`src/rtl/ntt_pkg.sv`:
```
// Shared constants, state encoding and address helpers for the Kyber NTT layer sequencer.
package ntt_pkg;

  localparam int unsigned N       = 256;
  localparam int unsigned LAYERS  = 7;
  localparam int unsigned Q       = 3329;
  localparam int unsigned ADDR_W  = 8;
  localparam int unsigned TW_W    = 7;
  localparam int unsigned BFLY_W  = 7;
  localparam int unsigned LAYER_W = 3;
  localparam int unsigned SHIFT_W = 4;

  localparam logic [BFLY_W-1:0]  BFLY_LAST  = BFLY_W'(N / 2 - 1);
  localparam logic [LAYER_W-1:0] LAYER_LAST = LAYER_W'(LAYERS - 1);

  typedef enum logic [1:0] {IDLE, ISSUE, DRAIN, DONE} state_t;

  // log2(len): forward len = 128 >> l, inverse len = 2 << l
  function automatic logic [SHIFT_W-1:0] fwd_shift(input logic [LAYER_W-1:0] l);
    return SHIFT_W'(7) - SHIFT_W'(l);
  endfunction

  function automatic logic [SHIFT_W-1:0] inv_shift(input logic [LAYER_W-1:0] l);
    return SHIFT_W'(l) + SHIFT_W'(1);
  endfunction

  // Operand j: group index scaled by 2*len, plus offset inside the group
  function automatic logic [ADDR_W-1:0] calc_addr_a(input logic [BFLY_W-1:0] b,
                                                    input logic [SHIFT_W-1:0] s);
    logic [ADDR_W-1:0] bw;
    logic [ADDR_W-1:0] mask;
    bw   = ADDR_W'(b);
    mask = (ADDR_W'(1) << s) - ADDR_W'(1);
    return ((bw >> s) << (s + SHIFT_W'(1))) | (bw & mask);
  endfunction

  function automatic logic [TW_W-1:0] fwd_tw(input logic [LAYER_W-1:0] l,
                                             input logic [BFLY_W-1:0] b,
                                             input logic [SHIFT_W-1:0] s);
    logic [ADDR_W-1:0] g;
    g = ADDR_W'(b) >> s;
    return TW_W'((ADDR_W'(1) << l) + g);
  endfunction

  function automatic logic [TW_W-1:0] inv_tw(input logic [LAYER_W-1:0] l,
                                             input logic [BFLY_W-1:0] b,
                                             input logic [SHIFT_W-1:0] s);
    logic [ADDR_W-1:0] g;
    g = ADDR_W'(b) >> s;
    return TW_W'((ADDR_W'(N / 2) >> l) - ADDR_W'(1) - g);
  endfunction

endpackage

```
`src/rtl/ntt_addr_delay.sv`:
```
// Shift register carrying {valid, addr_a, addr_b} so write-back addresses line up with butterfly results.
module ntt_addr_delay #(
  parameter int unsigned DEPTH = 4,
  parameter int unsigned AW    = 8
) (
  input  logic          clk,
  input  logic          rst_n,
  input  logic          in_valid,
  input  logic [AW-1:0] in_addr_a,
  input  logic [AW-1:0] in_addr_b,
  output logic          out_valid,
  output logic [AW-1:0] out_addr_a,
  output logic [AW-1:0] out_addr_b
);

  logic [DEPTH-1:0] vld_q;
  logic [AW-1:0]    a_q [DEPTH];
  logic [AW-1:0]    b_q [DEPTH];

  always_ff @(posedge clk or negedge rst_n) begin
    if (!rst_n) begin
      vld_q <= '0;
      for (int i = 0; i < int'(DEPTH); i++) begin
        a_q[i] <= '0;
        b_q[i] <= '0;
      end
    end else begin
      vld_q[0] <= in_valid;
      a_q[0]   <= in_addr_a;
      b_q[0]   <= in_addr_b;
      for (int i = 1; i < int'(DEPTH); i++) begin
        vld_q[i] <= vld_q[i-1];
        a_q[i]   <= a_q[i-1];
        b_q[i]   <= b_q[i-1];
      end
    end
  end

  assign out_valid  = vld_q[DEPTH-1];
  assign out_addr_a = a_q[DEPTH-1];
  assign out_addr_b = b_q[DEPTH-1];

endmodule

```
`src/rtl/ntt_layer_sequencer.sv`:
```
// Walks the butterfly unit through 7 NTT layers, issuing reads and tracking in-place write-back.
// Inverse transform support is generated only when NTT_SEQ_INVERSE_EN is defined.
import ntt_pkg::*;

module ntt_layer_sequencer #(
  parameter int unsigned RD_LAT = 1,
  parameter int unsigned BF_LAT = 3
) (
  input  logic       clk,
  input  logic       r,
  input  logic       start,
  input  logic       inverse,
  output logic       busy,
  output logic       done,
  output logic       rd_en,
  output logic [7:0] rd_addr_a,
  output logic [7:0] rd_addr_b,
  output logic [6:0] tw_addr,
  output logic       bf_valid,
  output logic       bf_inverse,
  input  logic       bf_valid_out,
  output logic       wr_en,
  output logic [7:0] wr_addr_a,
  output logic [7:0] wr_addr_b
);

  localparam int unsigned PIPE  = RD_LAT + BF_LAT;
  localparam int unsigned CNT_W = $clog2(PIPE + 2);

  state_t               state;
  logic [BFLY_W-1:0]    bfly, nxt_bfly;
  logic [LAYER_W-1:0]   layer, nxt_layer;
  logic [CNT_W-1:0]     in_flight, in_flight_nxt;
  logic                 drained, issue;
  logic [SHIFT_W-1:0]   nxt_s;
  logic [ADDR_W-1:0]    nxt_a, nxt_len;
  logic [TW_W-1:0]      nxt_tw;
  logic [RD_LAT-1:0]    rd_pipe;
  logic                 inv_q;
  logic                 dly_valid;
  logic [ADDR_W-1:0]    dly_a, dly_b;

  assign wr_en         = bf_valid_out & busy;
  assign in_flight_nxt = in_flight + CNT_W'(rd_en) - CNT_W'(wr_en);
  assign drained       = (in_flight_nxt == '0);
  assign bf_valid      = rd_pipe[RD_LAT-1];
  assign bf_inverse    = inv_q;

`ifdef NTT_SEQ_INVERSE_EN
  logic mode;

  // First issue must see the mode being accepted, not the previous one
  assign mode = (state == IDLE) ? inverse : inv_q;

  always_ff @(posedge clk or negedge r) begin
    if (!r)                          inv_q <= 1'b0;
    else if (state == IDLE && start) inv_q <= inverse;
  end
`else
  logic unused_inverse;
  assign unused_inverse = inverse;
  assign inv_q          = 1'b0;
`endif

  // Next butterfly to issue and its operand/twiddle addresses
  always_comb begin
    issue     = 1'b0;
    nxt_bfly  = bfly;
    nxt_layer = layer;
    unique case (state)
      IDLE:  if (start) begin
               issue     = 1'b1;
               nxt_bfly  = '0;
               nxt_layer = '0;
             end
      ISSUE: if (bfly != BFLY_LAST) begin
               issue    = 1'b1;
               nxt_bfly = bfly + BFLY_W'(1);
             end
      DRAIN: if (drained && layer != LAYER_LAST) begin
               issue     = 1'b1;
               nxt_bfly  = '0;
               nxt_layer = layer + LAYER_W'(1);
             end
      default: ;
    endcase
`ifdef NTT_SEQ_INVERSE_EN
    nxt_s  = mode ? inv_shift(nxt_layer) : fwd_shift(nxt_layer);
    nxt_tw = mode ? inv_tw(nxt_layer, nxt_bfly, nxt_s) : fwd_tw(nxt_layer, nxt_bfly, nxt_s);
`else
    nxt_s  = fwd_shift(nxt_layer);
    nxt_tw = fwd_tw(nxt_layer, nxt_bfly, nxt_s);
`endif
    nxt_a   = calc_addr_a(nxt_bfly, nxt_s);
    nxt_len = ADDR_W'(1) << nxt_s;
  end

  always_ff @(posedge clk or negedge r) begin
    if (!r) begin
      state     <= IDLE;
      bfly      <= '0;
      layer     <= '0;
      in_flight <= '0;
      busy      <= 1'b0;
      done      <= 1'b0;
      rd_en     <= 1'b0;
      rd_addr_a <= '0;
      rd_addr_b <= '0;
      tw_addr   <= '0;
      rd_pipe   <= '0;
    end else begin
      in_flight <= in_flight_nxt;
      done      <= 1'b0;
      rd_en     <= issue;
      rd_pipe[0] <= rd_en;
      for (int i = 1; i < int'(RD_LAT); i++) rd_pipe[i] <= rd_pipe[i-1];
      if (issue) begin
        bfly      <= nxt_bfly;
        layer     <= nxt_layer;
        rd_addr_a <= nxt_a;
        rd_addr_b <= nxt_a + nxt_len;
        tw_addr   <= nxt_tw;
      end else begin
        rd_addr_a <= '0;
        rd_addr_b <= '0;
        tw_addr   <= '0;
      end
      unique case (state)
        IDLE:  if (start) begin
                 state <= ISSUE;
                 busy  <= 1'b1;
               end
        ISSUE: if (bfly == BFLY_LAST) state <= DRAIN;
        // Next layer reads only start once every write of this layer has landed
        DRAIN: if (drained) begin
                 if (layer == LAYER_LAST) begin
                   state <= DONE;
                   busy  <= 1'b0;
                   done  <= 1'b1;
                 end else begin
                   state <= ISSUE;
                 end
               end
        DONE:  state <= IDLE;
        default: state <= IDLE;
      endcase
    end
  end

  ntt_addr_delay #(.DEPTH(PIPE), .AW(ADDR_W)) u_addr_delay (
    .clk        (clk),
    .rst_n      (r),
    .in_valid   (rd_en),
    .in_addr_a  (rd_addr_a),
    .in_addr_b  (rd_addr_b),
    .out_valid  (dly_valid),
    .out_addr_a (dly_a),
    .out_addr_b (dly_b)
  );

  assign wr_addr_a = dly_valid ? dly_a : '0;
  assign wr_addr_b = dly_valid ? dly_b : '0;

endmodule

```
`config.mk`:
```
export PLATFORM = sky130hd
export DESIGN_NAME = ntt_layer_sequencer
export DESIGN_NICKNAME = d
export VERILOG_FILES = /design/src/rtl/ntt_pkg.sv /design/src/rtl/ntt_addr_delay.sv /design/src/rtl/ntt_layer_sequencer.sv
export SDC_FILE = /design/constraint.sdc
export NUM_CORES = 1
export LEC_CHECK = 0
export BUFFER_PORTS_ARGS = -buffer_cell sky130_fd_sc_hd__buf_2
export CAP_MARGIN = 20
export CORE_ASPECT_RATIO = 1.4
export CORE_MARGIN = 2
export CORE_UTILIZATION = 63
export CTS_BUF_LIST = sky130_fd_sc_hd__clkbuf_4 sky130_fd_sc_hd__clkbuf_8 sky130_fd_sc_hd__clkbuf_16
export DETAILED_ROUTE_END_ITERATION = 10
export HOLD_SLACK_MARGIN = 0.02
export PLACE_DENSITY = 0.8
export RECOVER_POWER = 50
export REMOVE_ABC_BUFFERS = 1
export SYNTH_ARGS = -nofsm -noshare
export SYNTH_HDL_FRONTEND = slang
export SYNTH_SLANG_ARGS = --single-unit
```
`constraint.sdc`:
```
create_clock -name clk -period 17.1 [get_ports clk]
set_clock_uncertainty 0.15 [all_clocks]
set_input_delay 3.42 -clock clk [delete_from_list [all_inputs] [get_ports clk]]
set_output_delay 3.42 -clock clk [all_outputs]
set_load 0.01 [all_outputs]
```
**Word-level counts from Yosys, hierarchy flattened**

Index checks and enable logic that the tools add are counted.

- $add $sub $neg: 9
- Multipliers: 0
- Div/mod/pow operators: 0
- Magnitude comparators: 0
- Equal/unequal tests: 11
- Shift-type cells: 4
- Muxes and demuxes: 28
- Bitwise operators: 3
- Reductions and logical operators: 6

Operators with widths:

| kind | count |
|---|---|
| two-way mux 8 bit | 4 |
| two-way mux 7 bit | 4 |
| case mux 7 bit (3 select lines) | 1 |
| two-way mux 1 bit | 9 |
| adder 8 bit | 1 |
| AND 7 x 8 -> 8 bit | 1 |
| two-way mux 2 bit | 4 |
| inequality test 2 bit (second input constant) | 4 |
| OR 8 bit | 1 |
| case mux 2 bit (4 select lines) | 1 |
| left shift 1 x 4 -> 8 bit (first input constant) | 1 |
| left shift 8 x 4 -> 8 bit | 1 |
| right shift 7 x 4 -> 8 bit | 1 |
| subtractor 8 x 2 -> 8 bit (second input constant) | 1 |
| adder 7 x 1 -> 7 bit (second input constant) | 1 |
| adder 7 bit | 1 |
| equality test 7 bit (second input constant) | 1 |
| inequality test 7 bit (second input constant) | 1 |
| left shift 1 x 3 -> 7 bit (first input constant) | 1 |
| two-way mux 3 bit | 2 |
| case mux 3 bit (2 select lines) | 1 |
| adder 4 x 1 -> 4 bit (second input constant) | 1 |
| equality test 2 bit (second input constant) | 2 |
| AND reduction 4 bit | 1 |
| other kinds (15) | 15 |

- Bits in registers: 110
- Latch bits: 0
- RAM bits: 0
- Memory bits (read-only): 0
- Input bits: 5
- Memories kept: 0

**Depth between registers and ports, before layout**

- Word-level depth: 13
- Gate-level depth with buffers: 26
- Depth with buffers taken out: 25

**Cells and area by module**

From an unflattened synthesis, not the netlist that was laid out.

- Cells, all modules: 468
- Area total of the unflattened synthesis: 5258.8 um2

By module, submodules not included:

| module | instances | cells an instance | area each (um2) |
|---|---|---|---|
| ntt_layer_sequencer | 1 | 384 | 3437.0 |
| ntt_addr_delay | 1 | 84 | 1821.7 |

**Worst setup path before layout**

No wires, ideal clock.

- Path kind: input to register
- Start: in bf_valid_out
- End: reg rd_addr_b[7]
- Arrival: 8493 ps
- Required time: 16871 ps
- Path slack: 8377 ps
- Cell stages on the path: 26
- Cell sequence: and2_1 > ha_1 > inv_1 > ha_1 > fa_1 > xor3_2 > inv_2 > nor4_1 > a311o_1 > clkinv_1 > clkbuf_1 > ha_1 > ha_1 > nand2b_1 > nor2_1 > a22oi_1 > inv_1 > ha_1 > a21o_1 > a21oi_1 > o21bai_1 > a21oi_1 > o21ai_0 > xnor2_1 > or2_2 > mux2i_1

- Word-level cells in the longest chain between the ends: 13

RTL lines:

| what | RTL line | RTL |
|---|---|---|
| start: declaration | ntt_layer_sequencer.sv:21 | `input logic bf_valid_out,` |
| AND 1 bit * | ntt_layer_sequencer.sv:43 | `assign wr_en = bf_valid_out & busy;` |
| subtractor 3 x 1 -> 3 bit * | ntt_layer_sequencer.sv:44 | `assign in_flight_nxt = in_flight + CNT_W'(rd_en) - CNT_W'(wr_en);` |
| via in_flight_nxt[2] | ntt_layer_sequencer.sv:33 | `logic [CNT_W-1:0] in_flight, in_flight_nxt;` |
| zero test 3 bit * | ntt_layer_sequencer.sv:45 | `assign drained = (in_flight_nxt == '0);` |
| logical AND 1 bit * | ntt_layer_sequencer.sv:80 | `DRAIN: if (drained && layer != LAYER_LAST) begin` |
| two-way mux 3 bit | ntt_layer_sequencer.sv:80 |  |
| case mux 3 bit (2 select lines) | ntt_layer_sequencer.sv:70 | `unique case (state)` |
| subtractor 3 x 3 -> 4 bit | ntt_pkg.sv:20 | `return SHIFT_W'(7) - SHIFT_W'(l);` |
| left shift 1 x 4 -> 8 bit | ntt_pkg.sv:33, ntt_layer_sequencer.sv:95 |  |
| subtractor 8 x 2 -> 8 bit | ntt_pkg.sv:33 | `mask = (ADDR_W'(1) << s) - ADDR_W'(1);` |
| AND 7 x 8 -> 8 bit | ntt_pkg.sv:34 | `return ((bw >> s) << (s + SHIFT_W'(1))) \| (bw & mask);` |
| OR 8 bit | ntt_pkg.sv:34 |  |
| adder 8 bit | ntt_layer_sequencer.sv:121 | `rd_addr_b <= nxt_a + nxt_len;` |
| two-way mux 8 bit * | ntt_layer_sequencer.sv:117 | `if (issue) begin` |
| end signal: assignment | ntt_layer_sequencer.sv:121 |  |
| end: declaration | ntt_layer_sequencer.sv:17 | `output logic [7:0] rd_addr_b,` |

Mark *: on every way through the listed nets, which the timed path passes. The rest lies on a longest branch.
A chain may end at the register's enable or synchronous reset.

**Worst setup path after layout**

Same ends and word-level chain as after synthesis.

==> flow_summary_export.csv <==
group,metric,value,unit
outcome,status,"finished with violations",
outcome,failed_checks,"capacitance limit, slew limit",
power_and_ir_drop,p_int,0.499,mW
floorplanning,die_w,78.6,µm
power_and_ir_drop,comb_power_share,29.8,%
critical_path,crit-reg2reg-launch,"busy",
synthesis,yosys.cell_count.top_type,"dfrtp_1",
flow_run,cap_violations,1,
clock_network,holdBufCountCts,0,
cells_and_area,drive_above_1_share,17.6,%
synthesis,synth.yosys.seq_area_share,55.5,%
critical_path,path_class,"in2reg",
synthesis,synthTopCellsByCount,"dfrtp_1, and2_1, nor2_1, ha_1",
clock_network,cts_buffer_depth,2,
floorplanning,rows,38,
grt,grt_pass1_vias,3400,
floorplanning,die_h,108,µm
power_and_ir_drop,power,0.747,mW
critical_path,arrival,9.65,ns
detailed_routing,drt_iter0_drc,178,
clock_network,ctsHtreeMaxLevel,3,
floorplanning,start_util,64.2,%
cells_and_area,area_growth,10.4,%
synthesis,netlist_instances,431,
synthesis,syn_area,0.00491,mm²
detailed_routing,wl_per_cell,16.2,µm
detailed_routing,firstDrtPassIters,5,
timing,finalSetupViolCount,0,
timing,finalHoldViolations,0,
grt,grt_usage,23.7,%
critical_path,critical_path_required,17.24,ns
clock_network,clock-sinks,109,
hold_path,min_to,"u_addr_delay.b_q[9]",
floorplanning,io_pins,50,
cells_and_area,num_antenna_cells,0,
timing,timing.fmax,105,MHz
detailed_routing,drc_errors,0,
clock_network,cts_root_buf,"clkbuf_8",
power_and_ir_drop,ir_drop,0.0770,mV
clock_network,cts_buffers,9,
synthesis,synth_edf_count,0,
synthesis,ys.flop_type,"dfrtp_1",
detailed_routing,viasPerCell,5.86,
grt,overflow,0,
critical_path,cp-startpoint,"bf_valid_out",
power_and_ir_drop,p_leak,2.69,nW
timing,rsz0062_at_grt,"false",
critical_path,regToRegSetupSlack,10.35,ns
power_and_ir_drop,p_clk_share,20.5,%
hold_path,holdPathStages,0,
critical_path,cp_max_fo,17,
placement,gp_congestion,1.03,
floorplanning,fp.dieArea,0.00853,mm²
synthesis,synthArstFlopShare,100,%
timing,relSlewSlack,-162,%
hold_path,hp-start,"u_addr_delay.b_q[17]",
timing,period_minus_slack,9.50,ns
power_and_ir_drop,p_sw,0.248,mW
critical_path,end_kind,"flop",
timing,fin_tns_setup,0,ns
timing,finalCritPeriodShare,55.6,%
synthesis,yosysTopAreaCell,"dfrtp_1",
grt,grt_start_max_net_pins,90,
placement,port_buffers,47,
detailed_routing,drt_wl_total,9450,µm
synthesis,ys_ff_latch,109,
synthesis,yosysWarnings,0,
detailed_routing,vias,3416,
power_and_ir_drop,power_density,138,mW/mm²
clock_network,clk_pin_slew,0.10,ns
grt,antenna_found_initial,0,
power_and_ir_drop,p_sw_share,33.2,%
floorplanning,coreArea,0.00765,mm²
clock_network,tritoncts,"done",
clock_network,cts_resized,0,
synthesis,synth_area_leaders,"dfrtp_1, ha_1, and2_1",
clock_network,worst_skew_pair.late_latency,0.36,ns
cells_and_area,nets,512,
clock_network,cts_setup_buffers,0,
critical_path,cp-start-kind,"primary input",
timing,drv_slew,80,
placement,dp_hpwl,6860,µm
hold_path,hold_path.class,"reg2reg",
power_and_ir_drop,seq_power_share,49.7,%
grt,grt_pass1_wl,15500,µm
synthesis,synth_top_area_share,55.5,%
synthesis,synth_cell_types,74,
critical_path,worst_r2r_endpoint,"rd_addr_b[7]",
critical_path,r2r_cells,25,
detailed_routing,ant_nets,0,
cells_and_area,fill_cells,560,
timing,tightest_slew,3.93,ns
synthesis,syn_area_per_cell,11.4,µm²
-- worst max-delay path by stage --
stage	cells past startpoint	end	slack, ns
3_5_place_dp	26	rd_addr_b[7]	7.29
6_report	26	rd_addr_b[7]	7.60
4_1_cts	26	rd_addr_b[7]	7.67
2_1_floorplan	25	rd_addr_b[7]	8.10
5_1_grt	26	rd_addr_b[7]	7.13
3_3_place_gp	26	rd_addr_b[7]	7.36
-- layer usage --
metal | GRT usage (%) | part of all wire (%) | vias up | wire length [µm]
li1 | - | - | 1583 | -
met1 | 27.5 | 38 | 1652 | 3620
met2 | 41.0 | 52 | 145 | 4890
met3 | 4.84 | 5.6 | 36 | 532
met4 | 12.7 | 4.3 | 0 | 404
met5 | 0 | 0 | - | 0
-- state kept, by name (all words and copies together), names as in the netlist --
| name | count |
|---|---|
| u_addr_delay.a_q | 24 |
| u_addr_delay.b_q | 24 |
| rd_addr_a | 8 |
| rd_addr_b | 8 |
| u_addr_delay.out_addr_a | 8 |
| u_addr_delay.out_addr_b | 8 |
| bfly | 7 |
| tw_addr | 7 |
| u_addr_delay.vld_q | 4 |
| in_flight | 3 |
| layer | 3 |
| state | 2 |
| busy | 1 |
| done | 1 |
| rd_en | 1 |
-- final cells by class --
class | count | area, µm² | area share (%)
Clock buffer | 10 | 138 | 2.54
Clock inverter | 5 | 60.1 | 1.11
Inverter | 27 | 101 | 1.87
Multi-Input combinational cell | 281 | 2010 | 37.1
Sequential cell | 109 | 2730 | 50.3
Tap cell | 100 | 125 | 2.31
Timing Repair Buffer | 51 | 256 | 4.73
-- per-stage QoR --
stage	util, %	hold WS (ns)	std cells	instance area (µm²)	setup WS [ns]
final	70.8	0.203	583	5420	7.60
after global routing	70.8	0.211	583	5420	7.13
after CTS	70.9	0.205	582	5430	7.67
after detailed placement	68.3	0.185	567	5230	7.29
after global placement	68.3	0.183	567	5230	7.36
after floorplan	-	0.181	417	4840	8.10
-- power groups by stage --
stage / sequential, mW / combinational, mW / clock [mW]
floorplan: 0.372 / 0.144 / 0
global placement: 0.369 / 0.211 / 0
detailed placement: 0.378 / 0.220 / 0
CTS: 0.372 / 0.222 / 0.155
global route: 0.380 / 0.246 / 0.167
finish: 0.371 / 0.223 / 0.153
-- worst max-delay path, stage by stage --
cell and delay (ns):
buf_2 0.09, and2_1 0.15, ha_1 0.27, inv_1 0.04, ha_1 0.18, fa_1 0.38
xor3_2 0.37, inv_2 0.09, nor4_1 0.36, a311o_1 0.58, clkinv_1 0.57, ha_1 0.41
ha_1 0.37, nand2b_1 0.22, nor2_1 0.06, a22oi_1 0.31, inv_1 0.09, ha_1 0.29
a21o_1 0.18, a21oi_1 0.21, o21bai_1 0.09, a21oi_1 0.22, o21ai_0 0.14, xnor2_1 0.15
or2_2 0.27, mux2i_1 0.13
-- logic make-up after synthesis --
logic type | after synthesis | synth area share [%]
buf+inv | 41 | 3.44
compound gates | 93 | 14.1
flops | 109 | 55.5
other cells | 1 | 0.0764
xor+xnor | 15 | 3.01
mux | 4 | 1.07
simple gates | 140 | 15.1
fa+ha+maj | 28 | 7.59
-- cell usage in the layout, fill, tap and decap left out, types with 3 or more instances in the layout --
cell / count
xor2_1: 4
ha_1: 25
nor2_1: 32
nor2b_1: 5
or3_1: 3
and2_1: 32
dfrtp_1: 109
inv_2: 3
nand2b_1: 5
fa_1: 3
nand3_1: 6
a21oi_1: 19
o31a_1: 3
mux2i_1: 3
a311o_1: 3
and3_1: 3
xnor2_1: 10
inv_1: 23
buf_2: 46
a31oi_1: 5
clkbuf_1: 3
o22ai_1: 3
o21ai_0: 16
or2_2: 4
clkbuf_8: 10
nor3_1: 11
nand2_1: 23
a21o_1: 7
No activity file was read; power rests on OpenSTA's default activity.
